**src/rtl/alu_pkg.sv**
```systemverilog
// Shared opcode, instruction-field and flag definitions for the ALU issue/writeback stage.
package alu_pkg;

   localparam logic [3:0] OP_XOR = 4'b0001;
   localparam logic [3:0] OP_AND = 4'b0010;
   localparam logic [3:0] OP_OR  = 4'b0011;
   localparam logic [3:0] OP_SUB = 4'b0100;
   localparam logic [3:0] OP_ADD = 4'b0101;
   localparam logic [3:0] OP_LDI = 4'b1000;

   localparam int OP_LSB  = 12;
   localparam int RD_LSB  = 9;
   localparam int RS1_LSB = 6;
   localparam int RS2_LSB = 3;
   localparam int IMM_W   = 9;

   localparam int FLAG_ZERO       = 0;
   localparam int FLAG_CARRY      = 1;
   localparam int FLAG_OVERFLOW   = 2;
   localparam int FLAG_NEGATIVE   = 3;
   localparam int FLAG_ODD_PARITY = 4;
   localparam int FLAG_W          = 5;

   function automatic logic is_alu_op(input logic [3:0] op);
      return (op == OP_XOR) || (op == OP_AND) || (op == OP_OR) ||
             (op == OP_SUB) || (op == OP_ADD);
   endfunction

endpackage

```
**src/rtl/alu_regfile.sv**
```systemverilog
// Register file: two asynchronous operand read ports, one debug read port, one synchronous write.
// Register 0 is never written and always reads as zero.
module alu_regfile
   import alu_pkg::*;
#(
   parameter int DATA_W = 32,
   parameter int NREGS  = 8,
   parameter int ADDR_W = $clog2(NREGS)
) (
   input  logic              clk,
   input  logic              rst,
   input  logic [ADDR_W-1:0] raddr1,
   input  logic [ADDR_W-1:0] raddr2,
   output logic [DATA_W-1:0] rdata1,
   output logic [DATA_W-1:0] rdata2,
   input  logic [ADDR_W-1:0] dbg_addr,
   output logic [DATA_W-1:0] dbg_data,
   input  logic              we,
   input  logic [ADDR_W-1:0] waddr,
   input  logic [DATA_W-1:0] wdata
);

   logic [DATA_W-1:0] regs [NREGS];

   always_ff @(posedge clk) begin
      if (rst) begin
         for (int i = 0; i < NREGS; i++) begin
            regs[i] <= '0;
         end
      end else if (we && (waddr != '0)) begin
         regs[waddr] <= wdata;
      end
   end

   // Address 0 is forced to zero on read so r0 stays zero regardless of array contents.
   assign rdata1   = (raddr1   == '0) ? '0 : regs[raddr1];
   assign rdata2   = (raddr2   == '0) ? '0 : regs[raddr2];
   assign dbg_data = (dbg_addr == '0) ? '0 : regs[dbg_addr];

endmodule

```
**src/rtl/alu_issue_stage.sv**
```systemverilog
// Issue/writeback stage: decodes instructions, reads and forwards operands into a registered
// EX stage feeding the external ALU, and commits results, flags and the retired count.
module alu_issue_stage
   import alu_pkg::*;
#(
   parameter int DATA_W = 32,
   parameter int NREGS  = 8,
   parameter int CNT_W  = 16
) (
   input  logic                      clk,
   input  logic                      rst,
   input  logic                      in_valid,
   output logic                      in_ready,
   input  logic [15:0]               in_instr,
   input  logic                      stall,
   output logic [3:0]                alu_op,
   output logic [DATA_W-1:0]         alu_a,
   output logic [DATA_W-1:0]         alu_b,
   input  logic [DATA_W-1:0]         alu_out,
   input  logic                      alu_zero,
   input  logic                      alu_carry,
   input  logic                      alu_overflow,
   input  logic                      alu_negative,
   input  logic                      alu_odd_parity,
   output logic [FLAG_W-1:0]         flags,
   output logic                      commit_valid,
   output logic [CNT_W-1:0]          retired,
   input  logic [$clog2(NREGS)-1:0]  dbg_addr,
   output logic [DATA_W-1:0]         dbg_data
);

   localparam int ADDR_W = $clog2(NREGS);

   logic [3:0]        in_op;
   logic [ADDR_W-1:0] in_rd, in_rs1, in_rs2;
   logic [IMM_W-1:0]  in_imm;
   logic [DATA_W-1:0] rf_rdata1, rf_rdata2;
   logic [DATA_W-1:0] opa_next, opb_next;

   logic              ex_valid_reg;
   logic [3:0]        ex_op_reg;
   logic [ADDR_W-1:0] ex_rd_reg;
   logic [IMM_W-1:0]  ex_imm_reg;
   logic [DATA_W-1:0] alu_a_reg, alu_b_reg;
   logic [FLAG_W-1:0] flags_reg, flags_next;
   logic              commit_valid_reg;
   logic [CNT_W-1:0]  retired_reg;

   logic              ex_is_alu, ex_is_ldi, ex_writes, commit;
   logic [DATA_W-1:0] ex_result;

   assign in_op  = in_instr[OP_LSB +: 4];
   assign in_rd  = in_instr[RD_LSB +: ADDR_W];
   assign in_rs1 = in_instr[RS1_LSB +: ADDR_W];
   assign in_rs2 = in_instr[RS2_LSB +: ADDR_W];
   assign in_imm = in_instr[IMM_W-1:0];

   assign in_ready  = !rst && !stall;
   assign ex_is_alu = is_alu_op(ex_op_reg);
   assign ex_is_ldi = (ex_op_reg == OP_LDI);
   // ex_rd != 0 also keeps r0 out of forwarding, so a source of r0 always reads zero.
   assign ex_writes = ex_valid_reg && (ex_is_alu || ex_is_ldi) && (ex_rd_reg != '0);
   assign ex_result = ex_is_ldi ? {{(DATA_W-IMM_W){1'b0}}, ex_imm_reg} : alu_out;
   assign commit    = ex_valid_reg && !stall;

   assign opa_next = (ex_writes && (ex_rd_reg == in_rs1)) ? ex_result : rf_rdata1;
   assign opb_next = (ex_writes && (ex_rd_reg == in_rs2)) ? ex_result : rf_rdata2;

   alu_regfile #(
      .DATA_W (DATA_W),
      .NREGS  (NREGS),
      .ADDR_W (ADDR_W)
   ) u_regfile (
      .clk      (clk),
      .rst      (rst),
      .raddr1   (in_rs1),
      .raddr2   (in_rs2),
      .rdata1   (rf_rdata1),
      .rdata2   (rf_rdata2),
      .dbg_addr (dbg_addr),
      .dbg_data (dbg_data),
      .we       (commit && ex_writes),
      .waddr    (ex_rd_reg),
      .wdata    (ex_result)
   );

   always_comb begin
      flags_next                  = '0;
      flags_next[FLAG_ZERO]       = alu_zero;
      flags_next[FLAG_CARRY]      = alu_carry;
      flags_next[FLAG_OVERFLOW]   = alu_overflow;
      flags_next[FLAG_NEGATIVE]   = alu_negative;
      flags_next[FLAG_ODD_PARITY] = alu_odd_parity;
   end

   always_ff @(posedge clk) begin
      if (rst) begin
         ex_valid_reg     <= 1'b0;
         ex_op_reg        <= '0;
         ex_rd_reg        <= '0;
         ex_imm_reg       <= '0;
         alu_a_reg        <= '0;
         alu_b_reg        <= '0;
         flags_reg        <= '0;
         commit_valid_reg <= 1'b0;
         retired_reg      <= '0;
      end else begin
         if (!stall) begin
            ex_valid_reg <= in_valid && in_ready;
            ex_op_reg    <= in_op;
            ex_rd_reg    <= in_rd;
            ex_imm_reg   <= in_imm;
            alu_a_reg    <= opa_next;
            alu_b_reg    <= opb_next;
         end
         commit_valid_reg <= commit;
         if (commit) begin
            retired_reg <= retired_reg + CNT_W'(1);
         end
         if (commit && ex_is_alu) begin
            flags_reg <= flags_next;
         end
      end
   end

   assign alu_op       = ex_op_reg;
   assign alu_a        = alu_a_reg;
   assign alu_b        = alu_b_reg;
   assign flags        = flags_reg;
   assign commit_valid = commit_valid_reg;
   assign retired      = retired_reg;

endmodule
```
**config.mk**
```make
export PLATFORM = sky130hd
export DESIGN_NAME = alu_issue_stage
export DESIGN_NICKNAME = d
export VERILOG_FILES = /design/src/rtl/alu_pkg.sv /design/src/rtl/alu_regfile.sv /design/src/rtl/alu_issue_stage.sv
export SDC_FILE = /design/constraint.sdc
export NUM_CORES = 1
export LEC_CHECK = 0
export ABC_AREA = 1
export BUFFER_PORTS_ARGS = -buffer_cell sky130_fd_sc_hd__buf_4
export CAP_MARGIN = 0
export CORE_AREA = 2 2 225 205
export CTS_CLUSTER_DIAMETER = 150
export DETAILED_ROUTE_END_ITERATION = 7
export DIE_AREA = 0 0 227 207
export GPL_ROUTABILITY_DRIVEN = 0
export HOLD_SLACK_MARGIN = 0.1
export PLACE_DENSITY = 0.65
export SYNTH_ARGS = -nofsm -noshare
export SYNTH_HDL_FRONTEND = slang
export SYNTH_SLANG_ARGS = --single-unit
```
**constraint.sdc**
```tcl
create_clock -name clk -period 5 [get_ports clk]
set_clock_uncertainty 0.05 [all_clocks]
set_input_delay 0.5 -clock clk [delete_from_list [all_inputs] [get_ports clk]]
set_output_delay 0.5 -clock clk [all_outputs]
set_load 0.02 [all_outputs]
```
==> results.json <==
{
  "status": "completed",
  "vdd_ir_drop_max_mv": 0.2392,
  "clockRootBuffer": "clkbuf_16",
  "initial_core_util": 0.4452,
  "stdcell_count": 3533,
  "finalHoldViolations": 0,
  "fillers": 4292,
  "n_antenna_cell": 0,
  "clock_path_buffers": 3,
  "pre_cts_ws_ns": 1.747,
  "grt_use_met1": 0.4266,
  "vias": 20643,
  "dieArea_um2": 46990,
  "grt_util_met3": 0.06553,
  "crit_slowest_cell": "buf_4",
  "synth-seq-cells": 359,
  "antenna_left": 0,
  "clk_pin_slew_ns": 0.06,
  "antenna_found_initial": 0,
  "combPwrFrac": 0.151,
  "avgSynthCellArea_um2": 7.177,
  "tns_ns": 0,
  "power.leakage_nw": 10.91,
  "drt_iter0_markers": 2923,
  "drive_above_1_share": 0.1063,
  "largest_reg_flops": 256,
  "portBuffers": 182,
  "post-route-min-period_ns": 3.406,
  "worstMarginPinSlew_ns": 1.067,
  "pwr-share-clk": 0.411,
  "cts_tree": "done",
  "finalSetupViolations": 0,
  "switching_share": 0.2797,
  "worstPathCellList": "buf_4 > inv_2 > buf_4 > o21ai_0 > o22ai_1 > nor2_1 > nor2_1 > buf_4",
  "synth_warnings": 0,
  "cap_viol_max_count": 0,
  "final_common_cell": "nand2_1",
  "crit_required_ns": 4.45,
  "hp-class": "input port to flip-flop",
  "seqPwrFrac": 0.438,
  "grt_busiest_layer": "met2",
  "cp_max_fo": 36,
  "core_um2": 44810,
  "fin_ws_ns": 1.594,
  "final_nets": 2955,
  "viasPerCell": 5.843,
  "clk_latency_ns": 0.56,
  "fp-row-count": 74,
  "timing.hold.ws_ns": 0.1179,
  "pin_count": 183,
  "fin_crit_sh": 0.6812,
  "total_power_mw": 7.707,
  "route.detailed.drc": 0,
  "slew_viol_final": 0,
  "crit_family": "buffers and inverters",
  "place_inst": 3457,
  "max_freq_ghz": 0.2936,
  "post_dp_cell_area_um2": 21900,
  "first_global_vias": 19750,
  "rsz0062_at_grt": "no",
  "hold_buffers": 3,
  "wirelength_mm": 77.07,
  "synth_ff_type": "edfxtp_1",
  "synth_edf_count": 256,
  "critPathKind": "input port to primary output",
  "arrival_ns": 2.86,
  "cts_resized": 0,
  "post-route-util": 0.5205,
  "numCtsBuffers": 40,
  "die_y_um": 207,
  "path_common_cell": "buf_4",
  "dieWidth_um": 227,
  "path_buf_inv": 4,
  "ys_seq_area_frac": 0.4886,
  "syn2layout_area_growth_pct": 16.91,
  "grt_max_degree": 131,
  "grt_overflow_total": 0,
  "met2_usage": 0.5037,
  "grt_pass1_wl_mm": 115.8,
  "internal_power_mw": 5.551,
  "cts_setup_buffers": 0,
  "cp-start-kind": "input port",
  "async_reset_ff_frac": 0,
  "netlist_instances": 2780,
  "synth_area_um2": 19950,
  "power_density_nw_per_um2": 330.4,
  "hpwl_mm": 45.46,
  "grt_use_total": 0.3233,
  "design_area_um2": 23320,
  "most-common-layout-cells": "nand2_1, nand3_1, nor2_1",
  "cts_sinks": 359,
  "h-tree-depth": 2,
  "dr.pass1.iters": 8,
  "p_switching_mw": 2.155,
  "seqCellArea_um2": 9749,
  "multiInputGateArea_um2": 8693,
  "wl_per_cell_um": 21.81,
  "cpPeakStageDelay_ns": 0.59,
  "end_kind": "primary output",
  "ys_types": 27,
  "slew_headroom": 0.2840
}
[final cells by class]
class	count	area share
sequential	359	0.4180
multi-input combinational	2019	0.3727
timing repair buffer	234	0.07832
clock buffer	58	0.04973
inverter	240	0.03873
tap	608	0.03261
clock inverter	15	0.009924
[synthesized netlist by cell type (31+ instances only)]
library cell,count,area share
a31oi_1,31,0.0097
clkbuf_1,120,0.023
dfxtp_1,103,0.10
o21ai_0,168,0.042
nor2_1,293,0.055
inv_1,234,0.044
buf_1,32,0.0060
nand3_1,344,0.086
edfxtp_1,256,0.39
buf_2,41,0.010
a21oi_1,168,0.042
nand2_1,918,0.17
nor3_1,36,0.0090
[power by group through the flow]
stage                     Sequential, mW  Clock [mW]  Combinational, mW
after floorplan                     3.46           0              0.622
after global placement              3.43           0               1.11
after detailed placement            3.43           0               1.12
after CTS                           3.37        3.19               1.13
after global routing                3.39        3.30               1.24
final                               3.37        3.17               1.16
[worst reg2reg max path, cell delays in order, from the launching register on]
cell	delay [ns]
dfxtp_1	0.45
nor2_1	0.12
nand2_1	0.08
nand2_1	0.10
a21oi_4	0.14
buf_4	0.69
nand2_1	0.10
nor2_1	0.20
nand2_1	0.10
nand2_1	0.58
buf_12	0.33
[per-layer routing]
metal  vias to the layer above  routed length (um)
met1                      9468               28570
li1                       9256                   -
met2                      1623               34380
met4                         0                3966
met5                         -                   0
met3                       296               10150
[cell families (layout without fill, tap and decap cells)]
logic type               Yosys count  after routing  synth area share
AO/OA/AOI/OAI                    385            385           0.09990
XOR/XNOR                           2              2         0.0008781
adder cells (fa/ha/maj)            1              1         0.0006270
buffers and inverters            433            547           0.08403
flip-flops                       359            359            0.4886
other                              1             32         0.0001880
AND/OR/NAND/NOR                 1599           1599            0.3257
[worst paths after layout]
kind                                   from                                  end  slack [ns]  cells past startpoint
setup reg to reg  ex_rd_reg[1]$_SDFFE_PP0N_  u_regfile.regs[2][10]$_SDFFCE_PN0P_        1.71                     10
hold / removal                 in_instr[13]               alu_op[1]$_SDFFE_PP0N_        0.12                      3
hold reg to reg       flags[2]$_SDFFE_PP0P_                flags[2]$_SDFFE_PP0P_        0.40                      2
setup / recovery                dbg_addr[1]                         dbg_data[30]        1.59                      8
(Power assumes the default switching activity.)
